--- config.mk ---
export PLATFORM = sky130hd
export DESIGN_NAME = hub75_bcm_scheduler_flat
export DESIGN_NICKNAME = d
export VERILOG_FILES = /design/src/rtl/hub75_bcm_scheduler_if.sv /design/src/rtl/hub75_bcm_scheduler.sv /design/src/flat_wrapper.sv
export SDC_FILE = /design/constraint.sdc
export NUM_CORES = 1
export LEC_CHECK = 0
export ABC_AREA = 1
export CAP_MARGIN = 20
export CORE_UTILIZATION = 45
export CTS_CLUSTER_DIAMETER = 60
export DETAILED_ROUTE_END_ITERATION = 10
export PLACE_DENSITY = 0.7
export SETUP_SLACK_MARGIN = 0.02
export SYNTH_ARGS = -nofsm -noshare
export SYNTH_HDL_FRONTEND = slang
export SYNTH_SLANG_ARGS = --single-unit
export TNS_END_PERCENT = 30
--- constraint.sdc ---
create_clock -name clk -period 3.35 [get_ports clk]
set_input_delay 1.005 -clock clk [delete_from_list [all_inputs] [get_ports clk]]
set_output_delay 1.005 -clock clk [all_outputs]
set_load 0.005 [all_outputs]
--- src/rtl/hub75_bcm_scheduler_if.sv ---
// -----------------------------------------------------------------------------
// hub75_bcm_scheduler_if
//   Bundles the framebuffer read port and the HUB75 panel pins driven by
//   hub75_bcm_scheduler.
//
//   master : the scheduler. It drives the read strobe and address, and all
//            panel pins. It samples fb_data.
//   slave  : the framebuffer and panel side. It drives fb_data.
//
//   Signals:
//     fb_rd       read strobe; data is returned one clk later on fb_data
//     fb_row      read address, row
//     fb_col      read address, column
//     fb_plane    read address, bitplane
//     fb_data     {R1,G1,B1,R0,G0,B0}
//     sclk        panel shift clock
//     latch       panel LAT
//     oe_n        panel OE, active-low
//     addr        panel row address
//     rgb0        {R0,G0,B0}
//     rgb1        {R1,G1,B1}
//     frame_start one-cycle pulse on the first shift cycle of row 0 / plane 0
// -----------------------------------------------------------------------------
interface hub75_bcm_scheduler_if #(
  parameter int COLS   = 64,
  parameter int ROWS   = 16,
  parameter int PLANES = 4
);
  localparam int ROW_W   = (ROWS   > 1) ? $clog2(ROWS)   : 1;
  localparam int COL_W   = (COLS   > 1) ? $clog2(COLS)   : 1;
  localparam int PLANE_W = (PLANES > 1) ? $clog2(PLANES) : 1;

  logic               fb_rd;
  logic [ROW_W-1:0]   fb_row;
  logic [COL_W-1:0]   fb_col;
  logic [PLANE_W-1:0] fb_plane;
  logic [5:0]         fb_data;
  logic               sclk;
  logic               latch;
  logic               oe_n;
  logic [ROW_W-1:0]   addr;
  logic [2:0]         rgb0;
  logic [2:0]         rgb1;
  logic               frame_start;

  modport master (
    output fb_rd, fb_row, fb_col, fb_plane,
    input  fb_data,
    output sclk, latch, oe_n, addr, rgb0, rgb1, frame_start
  );

  modport slave (
    input  fb_rd, fb_row, fb_col, fb_plane,
    output fb_data,
    input  sclk, latch, oe_n, addr, rgb0, rgb1, frame_start
  );
endinterface

--- src/rtl/hub75_bcm_scheduler.sv ---
// -----------------------------------------------------------------------------
// hub75_bcm_scheduler
//   Drives a HUB75 panel with binary-code modulation. For every row and
//   bitplane the block does four things in order:
//     1. It reads the row one column at a time from the framebuffer and
//        shifts the pixels into the panel.
//     2. It latches the shifted data.
//     3. It enables the LEDs for BASE_OE << plane cycles.
//     4. It blanks for one cycle.
//   Plane 0 is the LSB.
//
//   Ports:
//     clk  system clock; all logic runs on the rising edge
//     rst  synchronous reset, active-low
//     en   scan enable; sampled only at frame boundaries, so a frame that
//          has started always runs to completion
//     bus  master side of hub75_bcm_scheduler_if (framebuffer read port
//          and panel pins)
//
//   Every output is registered.
//
//   Timing of one SHIFT phase, with t = 0 .. 2*COLS:
//     even t < 2*COLS : issues the read for column t/2
//     odd t           : captures the returned pixel into rgb0/rgb1
//     even t >= 2     : sclk is high, so column k rises at t = 2k+2
//
//   Period of one plane: 2*COLS + 3 + (BASE_OE << plane) cycles.
// -----------------------------------------------------------------------------
module hub75_bcm_scheduler #(
  parameter int COLS    = 64,
  parameter int ROWS    = 16,
  parameter int PLANES  = 4,
  parameter int BASE_OE = 8
) (
  input  logic                    clk,
  input  logic                    rst,
  input  logic                    en,
  hub75_bcm_scheduler_if.master   bus
);

  localparam int ROW_W   = (ROWS   > 1) ? $clog2(ROWS)   : 1;
  localparam int COL_W   = (COLS   > 1) ? $clog2(COLS)   : 1;
  localparam int PLANE_W = (PLANES > 1) ? $clog2(PLANES) : 1;
  localparam int T_W     = $clog2(2 * COLS + 1);
  localparam int DCNT_W  = $clog2(BASE_OE << (PLANES - 1)) + 1;

  localparam logic [T_W-1:0]     T_LAST     = T_W'(2 * COLS);
  localparam logic [ROW_W-1:0]   ROW_LAST   = ROW_W'(ROWS - 1);
  localparam logic [PLANE_W-1:0] PLANE_LAST = PLANE_W'(PLANES - 1);

  typedef enum logic [2:0] {
    IDLE,
    SHIFT,
    LATCH,
    DISPLAY,
    BLANK
  } state_t;

  state_t             state;
  logic [T_W-1:0]     t;
  logic [T_W-1:0]     t_nxt;
  logic [DCNT_W-1:0]  dcnt;
  logic [ROW_W-1:0]   row;
  logic [PLANE_W-1:0] plane;

  logic               fb_rd_q;
  logic [COL_W-1:0]   fb_col_q;
  logic               sclk_q;
  logic               latch_q;
  logic               oe_n_q;
  logic               frame_start_q;
  logic [ROW_W-1:0]   addr_q;
  logic [2:0]         rgb0_q;
  logic [2:0]         rgb1_q;

  // The counter is loaded with the length minus one. DISPLAY then ends
  // on the cycle where the counter reaches zero.
  function automatic logic [DCNT_W-1:0] display_last(input logic [PLANE_W-1:0] p);
    logic [DCNT_W-1:0] base;
    base = DCNT_W'(BASE_OE);
    return (base << p) - DCNT_W'(1);
  endfunction

  assign t_nxt = t + T_W'(1);

  always_ff @(posedge clk) begin
    if (!rst) begin
      state         <= IDLE;
      t             <= '0;
      dcnt          <= '0;
      row           <= '0;
      plane         <= '0;
      fb_rd_q       <= 1'b0;
      fb_col_q      <= '0;
      sclk_q        <= 1'b0;
      latch_q       <= 1'b0;
      oe_n_q        <= 1'b1;
      frame_start_q <= 1'b0;
      addr_q        <= '0;
      rgb0_q        <= '0;
      rgb1_q        <= '0;
    end else begin
      case (state)
        IDLE: begin
          oe_n_q  <= 1'b1;
          sclk_q  <= 1'b0;
          latch_q <= 1'b0;
          if (en) begin
            state         <= SHIFT;
            row           <= '0;
            plane         <= '0;
            t             <= '0;
            fb_rd_q       <= 1'b1;
            fb_col_q      <= '0;
            frame_start_q <= 1'b1;
          end
        end

        SHIFT: begin
          frame_start_q <= 1'b0;
          // The read issued on the previous even cycle has returned.
          if (t[0]) {rgb1_q, rgb0_q} <= bus.fb_data;
          if (t == T_LAST) begin
            state   <= LATCH;
            latch_q <= 1'b1;
            addr_q  <= row;
            sclk_q  <= 1'b0;
            fb_rd_q <= 1'b0;
          end else begin
            t        <= t_nxt;
            // t_nxt is at least 1, so an even t_nxt is already >= 2.
            // The read at t_nxt == T_LAST would be for a column past the
            // end of the line, so it is suppressed.
            fb_rd_q  <= !t_nxt[0] && (t_nxt != T_LAST);
            fb_col_q <= COL_W'(t_nxt >> 1);
            sclk_q   <= !t_nxt[0];
          end
        end

        LATCH: begin
          latch_q <= 1'b0;
          oe_n_q  <= 1'b0;
          dcnt    <= display_last(plane);
          state   <= DISPLAY;
        end

        DISPLAY: begin
          if (dcnt == '0) begin
            oe_n_q <= 1'b1;
            state  <= BLANK;
          end else begin
            dcnt <= dcnt - DCNT_W'(1);
          end
        end

        BLANK: begin
          // Start the next shift by default. The frame boundary with en
          // low overrides this and returns to IDLE instead.
          state    <= SHIFT;
          t        <= '0;
          fb_rd_q  <= 1'b1;
          fb_col_q <= '0;
          if (plane == PLANE_LAST) begin
            plane <= '0;
            if (row == ROW_LAST) begin
              row <= '0;
              if (en) begin
                frame_start_q <= 1'b1;
              end else begin
                state   <= IDLE;
                fb_rd_q <= 1'b0;
              end
            end else begin
              row <= row + ROW_W'(1);
            end
          end else begin
            plane <= plane + PLANE_W'(1);
          end
        end

        default: begin
          state   <= IDLE;
          oe_n_q  <= 1'b1;
          sclk_q  <= 1'b0;
          latch_q <= 1'b0;
          fb_rd_q <= 1'b0;
        end
      endcase
    end
  end

  assign bus.fb_rd       = fb_rd_q;
  assign bus.fb_row      = row;
  assign bus.fb_col      = fb_col_q;
  assign bus.fb_plane    = plane;
  assign bus.sclk        = sclk_q;
  assign bus.latch       = latch_q;
  assign bus.oe_n        = oe_n_q;
  assign bus.addr        = addr_q;
  assign bus.rgb0        = rgb0_q;
  assign bus.rgb1        = rgb1_q;
  assign bus.frame_start = frame_start_q;

endmodule

--- src/flat_wrapper.sv ---
// flat-port wrapper written by rule: the top's interface ports become plain ports
module hub75_bcm_scheduler_flat 
#(
  parameter int COLS    = 64,
  parameter int ROWS    = 16,
  parameter int PLANES  = 4,
  parameter int BASE_OE = 8
)
  (clk, rst, en, bus_fb_rd, bus_fb_row, bus_fb_col, bus_fb_plane, bus_fb_data, bus_sclk, bus_latch, bus_oe_n, bus_addr, bus_rgb0, bus_rgb1, bus_frame_start);
  hub75_bcm_scheduler_if #(.COLS(COLS), .ROWS(ROWS), .PLANES(PLANES)) bus_i ();
  input  logic clk;
  input  logic rst;
  input  logic en;
  output wire logic [$bits(bus_i.fb_rd)-1:0] bus_fb_rd;
  output wire logic [$bits(bus_i.fb_row)-1:0] bus_fb_row;
  output wire logic [$bits(bus_i.fb_col)-1:0] bus_fb_col;
  output wire logic [$bits(bus_i.fb_plane)-1:0] bus_fb_plane;
  input wire logic [$bits(bus_i.fb_data)-1:0] bus_fb_data;
  output wire logic [$bits(bus_i.sclk)-1:0] bus_sclk;
  output wire logic [$bits(bus_i.latch)-1:0] bus_latch;
  output wire logic [$bits(bus_i.oe_n)-1:0] bus_oe_n;
  output wire logic [$bits(bus_i.addr)-1:0] bus_addr;
  output wire logic [$bits(bus_i.rgb0)-1:0] bus_rgb0;
  output wire logic [$bits(bus_i.rgb1)-1:0] bus_rgb1;
  output wire logic [$bits(bus_i.frame_start)-1:0] bus_frame_start;
  assign bus_fb_rd = bus_i.fb_rd;
  assign bus_fb_row = bus_i.fb_row;
  assign bus_fb_col = bus_i.fb_col;
  assign bus_fb_plane = bus_i.fb_plane;
  assign bus_i.fb_data = bus_fb_data;
  assign bus_sclk = bus_i.sclk;
  assign bus_latch = bus_i.latch;
  assign bus_oe_n = bus_i.oe_n;
  assign bus_addr = bus_i.addr;
  assign bus_rgb0 = bus_i.rgb0;
  assign bus_rgb1 = bus_i.rgb1;
  assign bus_frame_start = bus_i.frame_start;
  hub75_bcm_scheduler #(.COLS(COLS), .ROWS(ROWS), .PLANES(PLANES), .BASE_OE(BASE_OE)) u_core (.clk(clk), .rst(rst), .en(en), .bus(bus_i));
endmodule
==> metrics.txt, run 1 <==
synth cell count leaders=nand2_1 (52), dfxtp_1 (39), inv_1 (36); gr ovfl total=0; vias per cell=5.01; Die Y=70.1 µm; total track usage=0.202; max_cap viols=0; crit path kind=register to primary output; Slew Limit Fails=0; worst clock skew=0.00833 ns; Mapped Area=2090 µm²; Post CTS Setup Buffer Count=0; Top FF cell, synth=dfxtp_1; Top delay family on crit path=buffers and inverters; slowest stage delay, CP=0.55 ns; TritonCTS clock tree=done; IO Count=36; post-layout util=0.578; Routability Congestion=0.811; LEAKAGE=1.05 nW; Routed Antenna Nets=0; Yosys Warn Count=0; count of unique library cells instantiated by Yosys=33; fin crit period=2.30 ns; initial cell density of the core=0.473; required time of the critical path=2.34 ns; non-filler cells, final=378; worst path bufs/invs=1; routed length on met1=2.27 mm; R2R Path Start=u_core.t[0]$_SDFFE_PN0P_; # diodes=0; Avg Inst Size Synth=7.11 µm²; post-DP HPWL=3.35 mm; nets@finish=342; Setup-failing EPs final=0; hold-fix buffers at CTS=0; share of layout cells above drive strength 1=0.101; H-tree depth=2; Worst R2R End=u_core.bus.fb_col[1]$_SDFFE_PN0P_; crit path launch=u_core.bus.fb_row[1]$_SDFFE_PN0P_; number of port buffers=35; DRT Wirelength=4.63 mm; Worst R2R Path Depth=8; Skew-Pair Late Insertion Delay=0.29 ns; Worst setup EP type=primary output; vias=1895; global-route wire length before repair=7.99 mm; critical path fanouts, max=5; sequential share of the synthesized area=0.374; crit start category=register; vias in the first global route=1766; #FFs+latches synth=39; Max stage delay cell, worst path=clkdlybuf4s50_1; RSZ-0062 raised after global routing=no; Area contributors post-synth=dfxtp_1 (37%), nand2_1 (9.3%), a21oi_1 (7.4%), inv_1 (6.5%), nand3_1 (5.7%); P&R area growth vs syn=22.2%; die area=4920 µm²; post-cts resize count=0; f_max=434 MHz; largest net degree at the start of global routing=23; R2R Setup Slk=1.60 ns; Clock Path Buffers=2; Critical Path AT=1.30 ns; top sig layer=met4; CTS Root Cell=clkbuf_8; Worst-Margin Slew=0.712 ns; PwrDens=462 nW/µm²; min-delay worst type=register to register; antenna violations before repair=0; Iteration-0 DRC Markers=63; DRT Pass-1 Iters=4; Async SR Flop Fraction=0; final-report hold violation count=0; row count=24; number of synthesized flops with an enable pin=0; top cell type's share of synthesized area=0.374; syn nets=311; Yosys top cell by area=dfxtp_1; cells along the critical path=clkdlybuf4s50_1; critical path capture point=bus_fb_row[1]; number of remaining DRC errors=0; Filler cells=421; setup TNS=0 ns; met3 WL=287 µm; Worst-path clk slew=0.08 ns; cell with the most instances after synthesis=nand2_1; Synth Instances=294; clock sinks=39; Slew Limit Headroom=0.525; die width=70.1 µm; final cycle utilization of the critical path=0.687; Max rail drop VDD=0.000347 V; # placed instances=370; outcome=finished, final reports clean; WP depth=1; drt wl/cell=12.2 µm; met2 wire length=2.02 mm; clock buffer count from CTS=5; core box area=4410 µm²
how the worst min path moves through the flow:
stage | start | slack [ns] | cells after the start | endpoint
floorplan | u_core.bus.frame_start$_SDFFE_PN0P_ | 0.45 | 2 | u_core.bus.frame_start$_SDFFE_PN0P_
global route | u_core.bus.rgb1[1]$_SDFFE_PN0P_ | 0.49 | 2 | u_core.bus.rgb1[1]$_SDFFE_PN0P_
finish | u_core.bus.frame_start$_SDFFE_PN0P_ | 0.46 | 2 | u_core.bus.frame_start$_SDFFE_PN0P_
CTS | u_core.bus.rgb0[0]$_SDFFE_PN0P_ | 0.47 | 2 | u_core.bus.rgb0[0]$_SDFFE_PN0P_
global placement | u_core.bus.frame_start$_SDFFE_PN0P_ | 0.45 | 2 | u_core.bus.frame_start$_SDFFE_PN0P_
detailed placement | u_core.bus.rgb0[0]$_SDFFE_PN0P_ | 0.46 | 2 | u_core.bus.rgb0[0]$_SDFFE_PN0P_
sequential cells by signal (all words and copies together), names as in the netlist, 3 cells and up:
signal and cells:
u_core.bus.fb_row 4, u_core.state 3, u_core.dcnt 7, u_core.bus.rgb1 3, u_core.t 3, u_core.bus.addr 4
u_core.bus.rgb0 3, u_core.bus.fb_col 5
power by group:
group | total, mW | switching (mW) | internal, mW
clock | 0.415 | 0.174 | 0.241
sequential | 0.528 | 0.0305 | 0.498
combinational | 0.235 | 0.145 | 0.0903
area by class of cell:
| cell class | count | area (µm²) | area share |
|---|---|---|---|
| clock buffer | 6 | 82.6 | 0.0324 |
| multi-input combinational | 202 | 1080 | 0.422 |
| tap | 52 | 65.1 | 0.0255 |
| inverter | 41 | 154 | 0.0603 |
| sequential | 39 | 781 | 0.306 |
| clock inverter | 2 | 35.0 | 0.0137 |
| timing repair buffer | 36 | 358 | 0.140 |
per-layer routing:
layer | GRT usage | vias up
met5 | 0 | -
met4 | 0.0622 | 0
met3 | 0.0491 | 5
met2 | 0.303 | 43
met1 | 0.285 | 833
li1 | - | 1014
layout by cell type (no fill, tap or decap), types with 2 or more instances in the layout:
cell,instances
a211oi_1,2
a21oi_1,31
clkbuf_8,6
clkdlybuf4s50_1,35
dfxtp_1,39
ha_1,8
inv_1,36
inv_2,5
nand2_1,52
nand2_2,8
nand3_1,24
nand4_1,4
nor2_1,28
nor2_2,2
nor3_1,2
o21ai_0,17
o21ai_1,2
o21ai_2,4
o31ai_1,2
or2_0,2
xor2_1,4
stage by stage:
| stage | setup WS (ns) | area [µm²] | hold WS (ns) | power (mW) |
|---|---|---|---|---|
| after global placement | 0.866 | 2430 | 0.450 | 0.770 |
| final | 1.05 | 2550 | 0.465 | 1.18 |
| after CTS | 1.05 | 2550 | 0.468 | 1.18 |
| after detailed placement | 0.869 | 2430 | 0.456 | 0.774 |
| after global routing | 0.997 | 2550 | 0.490 | 1.24 |
| after floorplan | 1.59 | 2090 | 0.455 | 0.699 |
cells by family after synthesis:
kind of cell | after synthesis | share of synthesized area
flops | 39 | 0.374
buf+inv | 53 | 0.111
xor+xnor | 4 | 0.0168
fa+ha+maj | 8 | 0.0479
compound gates | 63 | 0.169
simple gates | 127 | 0.282
No activity file was read; power rests on OpenSTA's default activity.
==> inputs of run 2 (changes only) <==
==> constraint.sdc (replaced) <==
create_clock -name clk -period 2.4 [get_ports clk]
set_input_delay 0.72 -clock clk [delete_from_list [all_inputs] [get_ports clk]]
set_output_delay 0.72 -clock clk [all_outputs]
set_load 0.005 [all_outputs]
==> metrics.txt, run 2 (same netlist as run 1, synthesis figures left out) <==
hold-fix buffers at CTS=0; R2R Path Start=u_core.t[0]$_SDFFE_PN0P_; worst path bufs/invs=1; RSZ-0062 raised after global routing=no; Max rail drop VDD=0.000336 V; nets@finish=343; Routability Congestion=0.821; leading cell type in the layout, fill and taps excluded=nand2_1; gr ovfl total=0; slowest stage delay, CP=0.55 ns; vias=1936; H-tree depth=2; die width=70.1 µm; PwrDens=637 nW/µm²; Worst R2R Path Depth=10; # diodes=0; crit path launch=u_core.bus.fb_row[0]$_SDFFE_PN0P_; Skew-Pair Late Insertion Delay=0.30 ns; Top delay family on crit path=buffers and inverters; non-filler cells, final=379; Critical Path AT=1.29 ns; Biggest register=u_core.dcnt; Iteration-0 DRC Markers=112; max reg flops=7; worst hold margin=0.466 ns; max_cap viols=0; outcome=finished, final reports clean; number of remaining DRC errors=0; R2R Setup Slk=0.69 ns; crit path kind=register to primary output; P&R area growth vs syn=22.3%; final cycle utilization of the critical path=0.836; min-delay worst type=register to register; die area=4920 µm²; drt wl/cell=12.3 µm; Routed Antenna Nets=0; largest net degree at the start of global routing=23; TritonCTS clock tree=done; CTS Root Cell=clkbuf_8; DRT Wirelength=4.65 mm; total track usage=0.207; Filler cells=414; fin crit period=2.01 ns; Worst R2R End=u_core.bus.fb_rd$_SDFFE_PN0P_; critical path fanouts, max=5; final-report hold violation count=0; # placed instances=371; worst slack at placement=0.275 ns; dpl cell area=2440 µm²; Worst-Margin Slew=0.362 ns; antenna violations before repair=0; required time of the critical path=1.68 ns; Worst Hold End=u_core.bus.rgb1[1]$_SDFFE_PN0P_; post-cts resize count=0; setup TNS=0 ns; crit start category=register; Die Y=70.1 µm; IO Count=36; LEAKAGE=1.05 nW; Setup-failing EPs final=0; Slew Limit Fails=0; Worst setup EP type=primary output; Hold Crit Start=u_core.bus.rgb1[1]$_SDFFE_PN0P_; Total Power=1.63 mW; clock sinks=39; f_max=498 MHz; Max stage delay cell, worst path=clkdlybuf4s50_1; global-route wire length before repair=8.12 mm; clock buffer count from CTS=5; Clock Path Buffers=2; Design Area, Final=2550 µm²; hold depth=2; DRT Pass-1 Iters=4; Worst-path clk slew=0.08 ns; vias in the first global route=1816; Slew Limit Headroom=0.756; core box area=4410 µm²; most frequent cells in the layout=nand2_1 (52), dfxtp_1 (39), inv_1 (36); setup ws final=0.393 ns; vias per cell=5.11; row count=24; number of port buffers=35; post-layout util=0.579; initial cell density of the core=0.473; share of layout cells above drive strength 1=0.104; Post CTS Setup Buffer Count=0; worst clock skew=0.00783 ns; cells along the critical path=clkdlybuf4s50_1; post-DP HPWL=3.33 mm
==> run 2: per-layer routing <==
metal | up-vias | GRT usage | share of wire
li1 | 1012 | - | -
met1 | 875 | 0.278 | 0.49
met2 | 43 | 0.318 | 0.44
met3 | 6 | 0.0505 | 0.055
met4 | 0 | 0.0867 | 0.016
met5 | - | 0 | 0
==> run 2: cell type report <==
type	count	area (µm²)	area share
well taps	52	65.1	0.0255
inverters	41	154	0.0602
multi-input cells	202	1080	0.422
clock buffers	5	68.8	0.0269
repair buffers	37	365	0.143
flip-flops and latches	39	781	0.306
clock inverters	3	43.8	0.0171
==> run 2: power breakdown <==
part / switching (mW) / leakage, nW / internal, mW
clock network: 0.250 / 0.0581 / 0.310
logic: 0.201 / 0.678 / 0.127
registers: 0.0443 / 0.317 / 0.695
total: 0.495 / 1.05 / 1.13
==> run 2: how the worst max path moves through the flow <==
stage | to | slack, ns | depth (start not counted)
global placement | u_core.bus.fb_col[0]$_SDFFE_PN0P_ | 0.33 | 7
global route | bus_fb_col[3] | 0.33 | 1
finish | bus_fb_row[0] | 0.39 | 1
CTS | bus_fb_row[0] | 0.37 | 1
detailed placement | u_core.bus.fb_col[0]$_SDFFE_PN0P_ | 0.28 | 7
floorplan | u_core.dcnt[6]$_SDFFE_PN0P_ | 0.92 | 13
==> inputs of run 3 (changes only) <==
--- a/config.mk
+++ b/config.mk
@@ -10,7 +10,7 @@
 export CORE_UTILIZATION = 45
 export CTS_CLUSTER_DIAMETER = 60
 export DETAILED_ROUTE_END_ITERATION = 10
-export PLACE_DENSITY = 0.7
+export PLACE_DENSITY = 0.72
 export SETUP_SLACK_MARGIN = 0.02
 export SYNTH_ARGS = -nofsm -noshare
 export SYNTH_HDL_FRONTEND = slang
==> constraint.sdc (replaced) <==
create_clock -name clk -period 1.7 [get_ports clk]
set_input_delay 0.51 -clock clk [delete_from_list [all_inputs] [get_ports clk]]
set_output_delay 0.51 -clock clk [all_outputs]
set_load 0.005 [all_outputs]
==> metrics.txt, run 3 (same netlist as run 1, synthesis figures left out) <==
Skew-Pair Late Insertion Delay=0.31 ns; most frequent cells in the layout=nand2_1 (52), inv_1 (36), a21oi_1 (31); number of remaining DRC errors=0; vias in the first global route=1776; initial cell density of the core=0.473; crit start category=register; RSZ-0062 raised after global routing=yes; Slew Limit Fails=0; nets@finish=357; worst clock skew=0.00612 ns; die area=4920 µm²; vias=2008; core box area=4410 µm²; Design Area, Final=2710 µm²; clock sinks=39; Routed Antenna Nets=0; row count=24; Total Power=2.20 mW; largest net degree at the start of global routing=17; Max rail drop VDD=0.000534 V; Worst-path clk slew=0.08 ns; number of port buffers=35; min-delay worst type=register to register; final cycle utilization of the critical path=0.974; Routability Congestion=0.819; setup TNS=0 ns; outcome=finished, final reports clean; PwrDens=813 nW/µm²; # diodes=0; worst slack at placement=-0.173 ns; Biggest register=u_core.dcnt; Slew Limit Headroom=0.623; max reg flops=7; TritonCTS clock tree=done; P&R area growth vs syn=29.5%; clock buffer count from CTS=5; crit path kind=register to primary output; vias per cell=5.11; setup ws final=0.0448 ns; global-route wire length before repair=7.90 mm; die width=70.1 µm; Max stage delay cell, worst path=clkdlybuf4s50_1; max_cap viols=0; DRT Wirelength=4.88 mm; IO Count=36; drt wl/cell=12.4 µm; post-DP HPWL=3.52 mm; cells along the critical path=clkdlybuf4s50_1; gr ovfl total=0; Worst-Margin Slew=0.564 ns; final-report hold violation count=0; LEAKAGE=1.29 nW; worst hold margin=0.463 ns; fin crit period=1.66 ns; Clock Path Buffers=2; R2R Setup Slk=0.16 ns; share of layout cells above drive strength 1=0.199; total track usage=0.205; required time of the critical path=1.19 ns; critical path fanouts, max=2; antenna violations before repair=0; H-tree depth=2; Top delay family on crit path=buffers and inverters; worst path bufs/invs=1; Setup-failing EPs final=0; Iteration-0 DRC Markers=128; DRT Pass-1 Iters=4; dpl cell area=2530 µm²; Worst setup EP type=primary output; f_max=604 MHz; leading cell type in the layout, fill and taps excluded=nand2_1; Critical Path AT=1.15 ns; CTS Root Cell=clkbuf_8; slowest stage delay, CP=0.50 ns; Die Y=70.1 µm
[run 3: cell types whose count changed in the layout (fill, tap and decap cells not counted), sizes merged]
cell / change
dlymetal6s2s: +7
bufinv: -1
clkinvlp: +2
dlygate4sd2: +9
clkdlybuf4s50: -16
buf: +14
clkinv: -1
[run 3: final timing paths]
path | to | cells after the start | from
setup reg to reg | u_core.dcnt[6]$_SDFFE_PN0P_ | 10 | u_core.state[1]$_SDFFE_PN0P_
setup / recovery | bus_rgb1[1] | 1 | u_core.bus.rgb1[1]$_SDFFE_PN0P_
hold reg to reg | u_core.bus.frame_start$_SDFFE_PN0P_ | 2 | u_core.bus.frame_start$_SDFFE_PN0P_
hold / removal | u_core.bus.frame_start$_SDFFE_PN0P_ | 2 | u_core.bus.frame_start$_SDFFE_PN0P_
[run 3: what timing repair did]
item	in CTS	in global routing
gates resized for setup	29	15
pin swaps	0	2
setup endpoints to repair	16	15
buffers inserted	3	1
hold buffers	0	0
[run 3: through the flow]
step                cells   util
floorplan             294      -
global placement      381  0.573
detailed placement    381  0.573
CTS                   392  0.603
global route          393  0.613
finish                393  0.613
[run 3: cell type report]
cell class              instances  area (µm²)
flip-flops and latches         39         818
well taps                      52        65.1
clock inverters                 3        20.0
inverters                      41         154
multi-input cells             202        1090
repair buffers                 51         489
fillers                       393        1710
clock buffers                   5        68.8
[run 3: routing by layer]
| layer | vias up | share of wire | global-route usage |
|---|---|---|---|
| met2 | 41 | 0.47 | 0.328 |
| met5 | - | 0 | 0 |
| met4 | 0 | 0.018 | 0.104 |
| li1 | 1040 | - | - |
| met3 | 9 | 0.038 | 0.0346 |
| met1 | 918 | 0.47 | 0.265 |
[run 3: power breakdown]
| part | total (mW) | switching (mW) | internal, mW | leakage [nW] |
|---|---|---|---|---|
| registers | 1.02 | 0.0500 | 0.974 | 0.327 |
| logic | 0.537 | 0.312 | 0.225 | 0.918 |
| clock network | 0.638 | 0.353 | 0.285 | 0.0402 |
